<file path="src/rtl/clock_pkg.sv">
// -----------------------------------------------------------------------------
// clock_pkg
// Shared definitions for the clock/calendar setting sequencer:
//   - state_e      : set-mode FSM states; the encoding doubles as field_sel.
//   - STB_*        : bit positions of the field-adjust strobes in a strobe vector.
//   - DEF_*        : default timing constants used as parameter defaults.
//   - next_field   : mode-button successor of a state.
//   - field_strobe : one-hot strobe vector owned by a SET state.
// -----------------------------------------------------------------------------
package clock_pkg;

  typedef enum logic [2:0] {
    ST_RUN = 3'd0,
    ST_SEC = 3'd1,
    ST_MIN = 3'd2,
    ST_HR  = 3'd3,
    ST_DD  = 3'd4,
    ST_MM  = 3'd5,
    ST_YY  = 3'd6
  } state_e;

  localparam int NUM_STB = 6;
  localparam int STB_SC  = 0;
  localparam int STB_MN  = 1;
  localparam int STB_HRS = 2;
  localparam int STB_DT  = 3;
  localparam int STB_MON = 4;
  localparam int STB_YR  = 5;

  localparam int DEF_SYNC_STAGES  = 2;
  localparam int DEF_REPEAT_DELAY = 1000;
  localparam int DEF_REPEAT_RATE  = 250;
  localparam int DEF_TIMEOUT      = 30000;
  localparam int DEF_BLINK_HALF   = 500;

  // Fixed walk order of the mode button; YY wraps back to normal run.
  function automatic state_e next_field(input state_e s);
    case (s)
      ST_RUN:  return ST_SEC;
      ST_SEC:  return ST_MIN;
      ST_MIN:  return ST_HR;
      ST_HR:   return ST_DD;
      ST_DD:   return ST_MM;
      ST_MM:   return ST_YY;
      default: return ST_RUN;
    endcase
  endfunction

  // RUN (and the unused code 7) own no strobe.
  function automatic logic [NUM_STB-1:0] field_strobe(input state_e s);
    logic [NUM_STB-1:0] v;
    v = '0;
    case (s)
      ST_SEC:  v[STB_SC]  = 1'b1;
      ST_MIN:  v[STB_MN]  = 1'b1;
      ST_HR:   v[STB_HRS] = 1'b1;
      ST_DD:   v[STB_DT]  = 1'b1;
      ST_MM:   v[STB_MON] = 1'b1;
      ST_YY:   v[STB_YR]  = 1'b1;
      default: v = '0;
    endcase
    return v;
  endfunction

endpackage

</file>
<file path="src/rtl/clock_set_ctrl_if.sv">
// -----------------------------------------------------------------------------
// clock_set_ctrl_if
// Button inputs and display/counter-facing outputs of the setting sequencer.
//   mode_btn, inc_btn : raw asynchronous push-buttons, active-high.
//   sc/mn/hrs/dt/mon/yr : one-cycle field-adjust strobes to the counter.
//   field_sel : current state code (RUN=0 .. YY=6).
//   setting   : high whenever a field is selected.
//   blink     : blink phase for the selected field.
// master = button/panel side, slave = the sequencer.
// -----------------------------------------------------------------------------
interface clock_set_ctrl_if;
  logic       mode_btn;
  logic       inc_btn;
  logic       sc;
  logic       mn;
  logic       hrs;
  logic       dt;
  logic       mon;
  logic       yr;
  logic [2:0] field_sel;
  logic       setting;
  logic       blink;

  modport master (
    output mode_btn, inc_btn,
    input  sc, mn, hrs, dt, mon, yr, field_sel, setting, blink
  );

  modport slave (
    input  mode_btn, inc_btn,
    output sc, mn, hrs, dt, mon, yr, field_sel, setting, blink
  );
endinterface

</file>
<file path="src/rtl/btn_sync_edge.sv">
// -----------------------------------------------------------------------------
// btn_sync_edge
// Brings one asynchronous push-button into the clk domain and detects its
// rising edge.
//   clk     : system clock
//   rst_n   : asynchronous active-low reset
//   i_btn   : raw button, asynchronous
//   o_level : synchronized button level (last stage of the chain)
//   o_rise  : high for one cycle when o_level goes high
// -----------------------------------------------------------------------------
module btn_sync_edge #(
  parameter int SYNC_STAGES = 2
) (
  input  logic clk,
  input  logic rst_n,
  input  logic i_btn,
  output logic o_level,
  output logic o_rise
);

  logic [SYNC_STAGES-1:0] r_sync;
  logic                   r_edge;

  // NOTE: sequential state is written with <= only, so every flop samples the
  // pre-edge value of its neighbour and the chain shifts by exactly one stage.
  always_ff @(posedge clk or negedge rst_n) begin
    if (!rst_n) begin
      r_sync <= '0;
      r_edge <= 1'b0;
    end else begin
      r_sync <= {r_sync[SYNC_STAGES-2:0], i_btn};
      r_edge <= r_sync[SYNC_STAGES-1];
    end
  end

  assign o_level = r_sync[SYNC_STAGES-1];
  assign o_rise  = r_sync[SYNC_STAGES-1] & ~r_edge;

endmodule

</file>
<file path="src/rtl/clock_set_ctrl.sv">
// -----------------------------------------------------------------------------
// clock_set_ctrl
// Set-mode sequencer for the clock/calendar counter. The mode button walks
// RUN -> SEC -> MIN -> HR -> DD -> MM -> YY -> RUN; the increment button fires
// the selected field's one-cycle strobe, with auto-repeat while held (all
// fields except SEC). Inactivity in a SET state returns to RUN.
//   clk  : system clock, rising edge
//   res  : asynchronous active-low reset
//   bus  : clock_set_ctrl_if.slave (buttons in; strobes, field_sel,
//          setting, blink out)
// -----------------------------------------------------------------------------
module clock_set_ctrl
  import clock_pkg::*;
#(
  parameter int SYNC_STAGES  = DEF_SYNC_STAGES,
  parameter int REPEAT_DELAY = DEF_REPEAT_DELAY,
  parameter int REPEAT_RATE  = DEF_REPEAT_RATE,
  parameter int TIMEOUT      = DEF_TIMEOUT,
  parameter int BLINK_HALF   = DEF_BLINK_HALF
) (
  input logic             clk,
  input logic             res,
  clock_set_ctrl_if.slave bus
);

  localparam int REP_MAX = (REPEAT_DELAY > REPEAT_RATE) ? REPEAT_DELAY : REPEAT_RATE;
  localparam int REP_W   = $clog2(REP_MAX + 1);
  localparam int TO_W    = $clog2(TIMEOUT + 1);
  localparam int BL_W    = $clog2(BLINK_HALF + 1);

  // Button conditioning. Mode only needs its edge.
  logic w_mode_level_unused;
  logic w_mode_rise;
  logic w_inc_level;
  logic w_inc_rise;

  btn_sync_edge #(.SYNC_STAGES(SYNC_STAGES)) u_mode_sync (
    .clk     (clk),
    .rst_n   (res),
    .i_btn   (bus.mode_btn),
    .o_level (w_mode_level_unused),
    .o_rise  (w_mode_rise)
  );

  btn_sync_edge #(.SYNC_STAGES(SYNC_STAGES)) u_inc_sync (
    .clk     (clk),
    .rst_n   (res),
    .i_btn   (bus.inc_btn),
    .o_level (w_inc_level),
    .o_rise  (w_inc_rise)
  );

  state_e             r_state,     w_state_next;
  logic [NUM_STB-1:0] r_stb,       w_stb_next;
  logic [REP_W-1:0]   r_rep_cnt,   w_rep_cnt_next;
  logic               r_rep_fast,  w_rep_fast_next;
  logic [TO_W-1:0]    r_to_cnt,    w_to_cnt_next;
  logic [BL_W-1:0]    r_blink_cnt, w_blink_cnt_next;
  logic               r_blink,     w_blink_next;

  logic             w_set;
  logic             w_rep_fire;
  logic             w_timeout;
  logic [REP_W-1:0] w_rep_thr;

  assign w_set     = (r_state != ST_RUN);
  assign w_rep_thr = r_rep_fast ? REP_W'(REPEAT_RATE) : REP_W'(REPEAT_DELAY);

  // ---------------------------------------------------------------------------
  // State register
  // ---------------------------------------------------------------------------
  always_ff @(posedge clk or negedge res) begin
    if (!res) begin
      r_state     <= ST_RUN;
      r_stb       <= '0;
      r_rep_cnt   <= '0;
      r_rep_fast  <= 1'b0;
      r_to_cnt    <= '0;
      r_blink_cnt <= '0;
      r_blink     <= 1'b0;
    end else begin
      r_state     <= w_state_next;
      r_stb       <= w_stb_next;
      r_rep_cnt   <= w_rep_cnt_next;
      r_rep_fast  <= w_rep_fast_next;
      r_to_cnt    <= w_to_cnt_next;
      r_blink_cnt <= w_blink_cnt_next;
      r_blink     <= w_blink_next;
    end
  end

  // ---------------------------------------------------------------------------
  // Next-state logic
  // ---------------------------------------------------------------------------
  always_comb begin
    // NOTE: every output of this block gets a default before any branch, so no
    // path leaves a signal unassigned and no latch is inferred.
    w_state_next     = r_state;
    w_stb_next       = '0;
    w_rep_cnt_next   = '0;
    w_rep_fast_next  = 1'b0;
    w_to_cnt_next    = '0;
    w_blink_cnt_next = '0;
    w_blink_next     = 1'b0;
    w_rep_fire       = 1'b0;
    w_timeout        = 1'b0;

    // Auto-repeat. A zero count means "not armed"; only a fresh inc edge in a
    // repeating field arms it, so a mode edge or release stops it for good.
    if (w_set && !w_mode_rise && w_inc_level) begin
      if (w_inc_rise) begin
        w_rep_cnt_next = (r_state == ST_SEC) ? '0 : REP_W'(1);
      end else if (r_rep_cnt != '0) begin
        if (r_rep_cnt == w_rep_thr) begin
          w_rep_fire      = 1'b1;
          w_rep_cnt_next  = REP_W'(1);
          w_rep_fast_next = 1'b1;
        end else begin
          w_rep_cnt_next  = r_rep_cnt + 1'b1;
          w_rep_fast_next = r_rep_fast;
        end
      end
    end

    // Inactivity timeout; any user activity restarts it.
    if (w_set) begin
      if (w_mode_rise || w_inc_rise || w_rep_fire) begin
        w_to_cnt_next = '0;
      end else if (r_to_cnt == TO_W'(TIMEOUT - 1)) begin
        w_timeout = 1'b1;
      end else begin
        w_to_cnt_next = r_to_cnt + 1'b1;
      end
    end

    // Mode wins over a coincident inc edge: advance and emit nothing.
    if (w_mode_rise) begin
      w_state_next = next_field(r_state);
    end else if (w_timeout) begin
      w_state_next = ST_RUN;
    end else if (w_set && (w_inc_rise || w_rep_fire)) begin
      w_stb_next = field_strobe(r_state);
    end

    // Blink restarts low on any state change and is held off in RUN.
    if (w_set && (w_state_next == r_state)) begin
      if (r_blink_cnt == BL_W'(BLINK_HALF - 1)) begin
        w_blink_next = ~r_blink;
      end else begin
        w_blink_cnt_next = r_blink_cnt + 1'b1;
        w_blink_next     = r_blink;
      end
    end
  end

  // ---------------------------------------------------------------------------
  // Outputs (all straight from registers)
  // ---------------------------------------------------------------------------
  always_comb begin
    bus.sc        = r_stb[STB_SC];
    bus.mn        = r_stb[STB_MN];
    bus.hrs       = r_stb[STB_HRS];
    bus.dt        = r_stb[STB_DT];
    bus.mon       = r_stb[STB_MON];
    bus.yr        = r_stb[STB_YR];
    bus.field_sel = r_state;
    bus.setting   = w_set;
    bus.blink     = r_blink;
  end

endmodule

</file>
<file path="src/flat_wrapper.sv">
// flat-port wrapper written by rule: the top's interface ports become plain ports
module clock_set_ctrl_flat import clock_pkg::*;
#(
  parameter int SYNC_STAGES  = DEF_SYNC_STAGES,
  parameter int REPEAT_DELAY = DEF_REPEAT_DELAY,
  parameter int REPEAT_RATE  = DEF_REPEAT_RATE,
  parameter int TIMEOUT      = DEF_TIMEOUT,
  parameter int BLINK_HALF   = DEF_BLINK_HALF
)
  (clk, res, bus_mode_btn, bus_inc_btn, bus_sc, bus_mn, bus_hrs, bus_dt, bus_mon, bus_yr, bus_field_sel, bus_setting, bus_blink);
  clock_set_ctrl_if bus_i ();
  input logic clk;
  input logic res;
  input wire logic [$bits(bus_i.mode_btn)-1:0] bus_mode_btn;
  input wire logic [$bits(bus_i.inc_btn)-1:0] bus_inc_btn;
  output wire logic [$bits(bus_i.sc)-1:0] bus_sc;
  output wire logic [$bits(bus_i.mn)-1:0] bus_mn;
  output wire logic [$bits(bus_i.hrs)-1:0] bus_hrs;
  output wire logic [$bits(bus_i.dt)-1:0] bus_dt;
  output wire logic [$bits(bus_i.mon)-1:0] bus_mon;
  output wire logic [$bits(bus_i.yr)-1:0] bus_yr;
  output wire logic [$bits(bus_i.field_sel)-1:0] bus_field_sel;
  output wire logic [$bits(bus_i.setting)-1:0] bus_setting;
  output wire logic [$bits(bus_i.blink)-1:0] bus_blink;
  assign bus_i.mode_btn = bus_mode_btn;
  assign bus_i.inc_btn = bus_inc_btn;
  assign bus_sc = bus_i.sc;
  assign bus_mn = bus_i.mn;
  assign bus_hrs = bus_i.hrs;
  assign bus_dt = bus_i.dt;
  assign bus_mon = bus_i.mon;
  assign bus_yr = bus_i.yr;
  assign bus_field_sel = bus_i.field_sel;
  assign bus_setting = bus_i.setting;
  assign bus_blink = bus_i.blink;
  clock_set_ctrl #(.SYNC_STAGES(SYNC_STAGES), .REPEAT_DELAY(REPEAT_DELAY), .REPEAT_RATE(REPEAT_RATE), .TIMEOUT(TIMEOUT), .BLINK_HALF(BLINK_HALF)) u_core (.clk(clk), .res(res), .bus(bus_i));
endmodule
</file>
<file path="config.mk">
export PLATFORM = sky130hd
export DESIGN_NAME = clock_set_ctrl_flat
export DESIGN_NICKNAME = d
export VERILOG_FILES = /design/src/rtl/clock_pkg.sv /design/src/rtl/clock_set_ctrl_if.sv /design/src/rtl/btn_sync_edge.sv /design/src/rtl/clock_set_ctrl.sv /design/src/flat_wrapper.sv
export SDC_FILE = /design/constraint.sdc
export NUM_CORES = 1
export LEC_CHECK = 0
export BUFFER_PORTS_ARGS = -buffer_cell sky130_fd_sc_hd__buf_2
export CORE_MARGIN = 3
export CORE_UTILIZATION = 48
export DETAILED_ROUTE_END_ITERATION = 6
export PLACE_DENSITY = 0.65
export SETUP_SLACK_MARGIN = 0.05
export SYNTH_ARGS = -nofsm -noshare
export SYNTH_HDL_FRONTEND = slang
export SYNTH_SLANG_ARGS = --single-unit
</file>
<file path="constraint.sdc">
create_clock -name clk -period 2.1 [get_ports clk]
set_clock_uncertainty 0.05 [all_clocks]
set_input_delay 0.21 -clock clk [delete_from_list [all_inputs] [get_ports clk]]
set_output_delay 0.21 -clock clk [all_outputs]
set_load 0.05 [all_outputs]
</file>
### Word-level counts from Yosys, hierarchy flattened

Index checks and enable logic that the tools add are counted.

| word-level totals | value |
|---|---|
| register bits after elaboration | 51 |
| latch bits | 0 |
| RAM bits | 0 |
| ROM bits | 0 |
| bits of input ports | 4 |
| output and inout port bits | 11 |
| logic and storage cells | 78 |
| memories kept | 0 |

| operators by class | value |
|---|---|
| add/sub/neg operators | 3 |
| $mul | 0 |
| div/mod/pow operators | 0 |
| order comparisons | 0 |
| eq/ne operators | 12 |
| shift operators | 0 |
| multiplexer cells | 36 |
| bitwise logic cells | 5 |
| reductions and logical operators | 11 |

Operators by type and width:

| cell | number |
|---|---|
| $mux W10 | 5 |
| $mux W15 | 3 |
| $mux W1 | 20 |
| $mux W6 | 3 |
| $mux W9 | 2 |
| $pmux W3 S6 | 1 |
| $add A15 B1 Y15 const B | 1 |
| $eq A15 B15 Y1 const B | 1 |
| $add A10 B1 Y10 const B | 1 |
| $eq A10 B10 Y1 | 1 |
| $reduce_bool A10 Y1 | 1 |
| $add A9 B1 Y9 const B | 1 |
| $eq A3 B3 Y1 const B | 3 |
| $eq A9 B9 Y1 const B | 1 |
| $eq A3 B2 Y1 const B | 2 |
| $mux W3 | 2 |
| $logic_and A1 B1 Y1 | 4 |
| $ne A4 B3 Y1 const B | 1 |
| $eq A3 B1 Y1 const B | 1 |
| $eq A3 B3 Y1 | 1 |
| $logic_not A3 Y1 | 1 |
| $logic_or A1 B1 Y1 | 3 |
| $not A1 Y1 | 3 |
| $reduce_bool A3 Y1 | 1 |
| other kinds (3) | 4 |

### Logic depth before layout (Yosys ltp)

| depth | value |
|---|---|
| depth after elaboration | 14 |
| gate-level depth with buffers | 7 |
| mapped depth without buffers | 5 |

### By module

Synthesis repeated with hierarchy kept, for this count alone.

| second synthesis, totals | value |
|---|---|
| cell total of the unflattened synthesis | 228 |
| area, all modules | 2373.5 um^2 |

By module, submodules not included:

| module | times used | cells an instance | area each (um^2) | sequential area each (um^2) |
|---|---|---|---|---|
| clock_set_ctrl | 1 | 220 | 2195.9 | 1126.1 |
| btn_sync_edge | 2 | 4 | 88.8 | 75.1 |

### Least setup slack after synthesis

OpenSTA, ideal clock, no wires.

| path | value |
|---|---|
| path type | reg-to-reg |
| start point | register u_core.r_state[2] (netlist: u_core.bus.field_sel[2]) |
| end point | register u_core.r_to_cnt[10] |
| setup time | 0.125 ns |
| arrival | 1.886 ns |
| data required time | 1.925 ns |
| setup slack | 0.039 ns |
| stages on the path, launching flop included | 7 |
| path buffers | 2 |
| period minus slack after synthesis | 2.061 ns |
| cell sequence | dfrtp_1 -> nor3_1 -> nor3_2 -> and4_1 -> clkbuf_1 -> buf_2 -> nor3_1 |

| between the ends | value |
|---|---|
| longest elaborated chain between the ends | 7 |

Ends and longest elaborated chain:

| what | line | RTL |
|---|---|---|
| start, declared | clock_set_ctrl.sv:53 | `state_e r_state, w_state_next;` |
| start signal, assigned | clock_set_ctrl.sv:82 | `r_state <= w_state_next;` |
| $reduce_bool A3 Y1 * | clock_set_ctrl.sv:66 | `assign w_set = (r_state != ST_RUN);` |
| $logic_and A1 B1 Y1 (2 in series) | clock_set_ctrl.sv:110 | `if (w_set && !w_mode_rise && w_inc_level) begin` |
| $mux W1 | clock_set_ctrl.sv:110 |  |
| $logic_or A1 B1 Y1 | clock_set_ctrl.sv:127 | `if (w_mode_rise \|\| w_inc_rise \|\| w_rep_fire) begin` |
| $mux W15 | clock_set_ctrl.sv:127 |  |
| $mux W15 * | clock_set_ctrl.sv:126 | `if (w_set) begin` |
| net u_core.w_to_cnt_next[10] | clock_set_ctrl.sv:57 | `logic [TO_W-1:0] r_to_cnt, w_to_cnt_next;` |
| end signal, assigned | clock_set_ctrl.sv:86 | `r_to_cnt <= w_to_cnt_next;` |
| end, declared | clock_set_ctrl.sv:57 |  |

Mark *: on every way through the listed nets, which the timed path passes. The rest lies on a longest branch.
A chain may end at the register's enable or synchronous reset.

### Worst setup path in the final report

| path | value |
|---|---|
| start point | register u_core.r_to_cnt[6] |
| end point | register u_core.r_to_cnt[2] |

| between the ends | value |
|---|---|
| longest elaborated chain between the ends | 4 |

Ends and longest elaborated chain:

| what | line | RTL |
|---|---|---|
| $eq A15 B15 Y1 | clock_set_ctrl.sv:129 | `end else if (r_to_cnt == TO_W'(TIMEOUT - 1)) begin` |
| $mux W15 | clock_set_ctrl.sv:129 |  |
| $mux W15 | clock_set_ctrl.sv:127 |  |
| $mux W15 | clock_set_ctrl.sv:126 |  |
| net u_core.w_to_cnt_next[2] | clock_set_ctrl.sv:57 |  |

The timed path passes the listed nets, and every way through them passes these cells.

==> impl_metrics.tcl <==
set metrics [dict create \
    wl_um 4728 \
    cts_buffer_depth 2 \
    seq_area_um2 1279 \
    start_kind "register" \
    arrival_ns 2.00 \
    coreArea_um2 4911 \
    finalNonFillerCells 334 \
    synth_top_area_share_pct 50.62 \
    htreeDepth 2 \
    crit_type "register to register" \
    hp-class "register to register" \
    r2r_setup_slack_ns 0.22 \
    worst_pin_slew_ns 0.5937 \
    r2r_start "u_core.r_to_cnt[6]" \
    r2r-end "u_core.r_to_cnt[2]" \
    netlist_area_um2 2521 \
    rsz0062_at_grt "no" \
    ir_worst_vdd_mv 0.5365 \
    synthCells 242 \
    grt_pass1_wl_um 8583 \
    finalCritPeriodShare_pct 89.67 \
    synth_seq_cells 51 \
    path_max_fanout 15 \
    synthToLayoutAreaGrowth_pct 13.95 \
    die-area_um2 6158 \
    synth_fp_nets 250 \
    clk_latency_ns 0.30 \
    ant_nets 0 \
    grt_antenna_before_repair 0 \
    fillers 411 \
    clk_pin_slew_ns 0.09 \
    hold_violations 0 \
    power_density_nw_per_um2 859.3 \
    drv_slew 0 \
    hpwl_um 3224 \
    nets 274 \
    grt_overflow 0 \
    cts_sinks 51 \
    vias 1853 \
    yosys.area.top_type "dfrtp_1" \
    status "finished, final reports clean" \
    start_util_pct 51.34 \
    chipHeight_um 78.48 \
    cts_tree "done" \
    dp.cells 323 \
    gr-usage-all-layers_pct 17.20 \
    wl_per_cell_um 14.16 \
    layout-drive-gt1-share_pct 16.48 \
    synth.avg_cell_area_um2 10.42 \
    drcViolationCount 0 \
    power_mw 2.469 \
    end_kind "register" \
    die_x_um 78.48 \
    hold_start "u_core.u_mode_sync.r_sync[0]" \
    setup_tns_ns 0 \
    synth_area_leaders "dfrtp_1 51%, xnor2_1 6.6%, nor3_1 5.4%, a211oi_1 3.3%, xor2_1 2.4%" \
    worstHoldEndpoint "u_core.u_mode_sync.r_sync[1]" \
    r2r.worst_path.cells 4 \
    multiInputGateArea_um2 1160 \
    fmax_mhz 531.1 \
    crit_required_ns 2.22 \
    cts_root_buffer "clkbuf_8" \
    numCtsBuffers 5 \
    min_path_cells 0 \
    io_pins 15 \
    leakage_nw 1.132 \
    viasPerCell 5.548 \
    ys_seq_area_share_pct 50.62 \
    drtPass1Iterations 4 \
    ys_warn_count 0 \
    slew-limit-headroom_pct 60.42 \
    rows 25 \
    holdWs_ns 0.3038 \
    synth.distinct_cells 45 \
    grt_start_max_net_pins 28 \
    diodes 0 \
    first_global_vias 1760 \
    cap_viol_max_count 0 \
    layout_min_cycle_time_ns 1.883 \
    setup_viol 0 \
    place_congestion 0.8070 \
    drt_iter0_markers 137 \
    portBuffers 14 \
]
[cell families after synthesis]
family	Yosys count	share of synthesized area, %
compound gates	28	8.387
xor+xnor	26	9.032
fa+ha+maj	4	1.985
buf+inv	21	3.424
flops	51	50.62
mux	1	0.3970
simple gates	111	26.15
[critical path, cell delays in order (launching register included)]
cell	delay (ns)
dfrtp_1	0.43
or4b_1	0.53
nor4_2	0.30
or2b_2	0.35
nor3_1	0.09
[flip-flops by register name, indices dropped and copies added (netlist names)]
| signal | count |
|---|---|
| u_core.u_inc_sync.r_sync | 2 |
| u_core.bus.field_sel | 3 |
| u_core.r_rep_fast | 1 |
| u_core.r_blink_cnt | 9 |
| u_core.r_rep_cnt | 10 |
| u_core.u_mode_sync.r_edge | 1 |
| u_core.r_to_cnt | 15 |
| u_core.r_stb | 6 |
| u_core.bus.blink | 1 |
| u_core.u_mode_sync.r_sync | 2 |
| u_core.u_inc_sync.r_edge | 1 |
[how the worst max path moves through the flow]
| stage | to | slack, ns | cells past startpoint | start |
|---|---|---|---|---|
| floorplan | u_core.r_to_cnt[10] | 0.09 | 6 | u_core.bus.field_sel[1] |
| global placement | u_core.r_to_cnt[7] | 0.26 | 4 | u_core.r_to_cnt[6] |
| detailed placement | u_core.r_to_cnt[11] | 0.20 | 4 | u_core.r_to_cnt[6] |
| CTS | u_core.r_to_cnt[7] | 0.21 | 4 | u_core.r_to_cnt[6] |
| global route | u_core.r_to_cnt[14] | 0.07 | 5 | u_core.r_to_cnt[0] |
| finish | u_core.r_to_cnt[2] | 0.22 | 4 | u_core.r_to_cnt[6] |
[synthesized netlist by cell type (all sizes together)]
cell type / number
a41oi: 2
nand2b: 2
and2: 1
or2b: 1
or4: 2
nand4bb: 1
o31ai: 1
nor4: 6
o21ai: 3
xor2: 7
o22ai: 1
a22o: 1
a211oi: 13
nor4bb: 1
nor4b: 3
xnor2: 19
and4: 2
dfrtp: 51
nor2b: 4
ha: 4
nand4: 9
inv: 11
or3: 3
or2: 1
o41ai: 1
and3: 2
nor3: 28
nand2: 15
buf: 4
mux2i: 1
a21oi: 5
nor2: 11
clkbuf: 6
or4b: 2
nor3b: 4
nand3: 10
o21a: 1
nand4b: 3
[through the flow]
stage,util [%],area (um2),setup slack [ns]
floorplan,-,2524,0.08760
global placement,55.39,2720,0.2572
detailed placement,55.39,2720,0.2033
CTS,58.47,2872,0.2123
global route,58.50,2873,0.07329
finish,58.50,2873,0.2170
[final cells by class]
cell class / instances / share of cell area [%]
Sequential cell: 51 / 44.51
Multi-Input combinational cell: 170 / 40.37
Timing Repair Buffer: 27 / 6.533
Tap cell: 67 / 2.918
Clock buffer: 6 / 2.875
Inverter: 11 / 1.437
Clock inverter: 2 / 1.350
[report_power, final]
group	switching [mW]	total, mW	internal (mW)
Sequential	0.0958	1.17	1.07
Combinational	0.408	0.596	0.188
Clock	0.315	0.707	0.392
Total	0.819	2.47	1.65
[cell usage in the layout, fill, tap and decap left out, drive strengths merged, types with 3 or more instances in the layout]
cell type,n
clkbuf,6
nor2,11
or3,3
nor3b,4
dlygate4sd3,3
nand4,9
nor4b,3
nor4,6
inv,12
ha,4
o21ai,3
nand3,10
nor3,28
buf,24
xor2,7
dfrtp,51
a21oi,5
nor2b,4
a211oi,13
nand4b,3
xnor2,19
nand2,15
[layer usage]
| metal | track usage (%) | vias up | routed length (um) |
|---|---|---|---|
| met5 | 0 | - | 0 |
| met4 | 3.497 | 0 | 29 |
| met2 | 25.68 | 32 | 2075 |
| li1 | - | 920 | - |
| met3 | 3.899 | 2 | 169 |
| met1 | 25.65 | 899 | 2453 |
[what timing repair did]
action,4_1_cts,5_1_grt
setup buffers,0,0
gates resized for setup,0,1
endpoints found under the hold margin,26,0
setup endpoints to repair,0,1
hold buffers,3,0
Note: power is estimated with default switching activity, not from simulation.
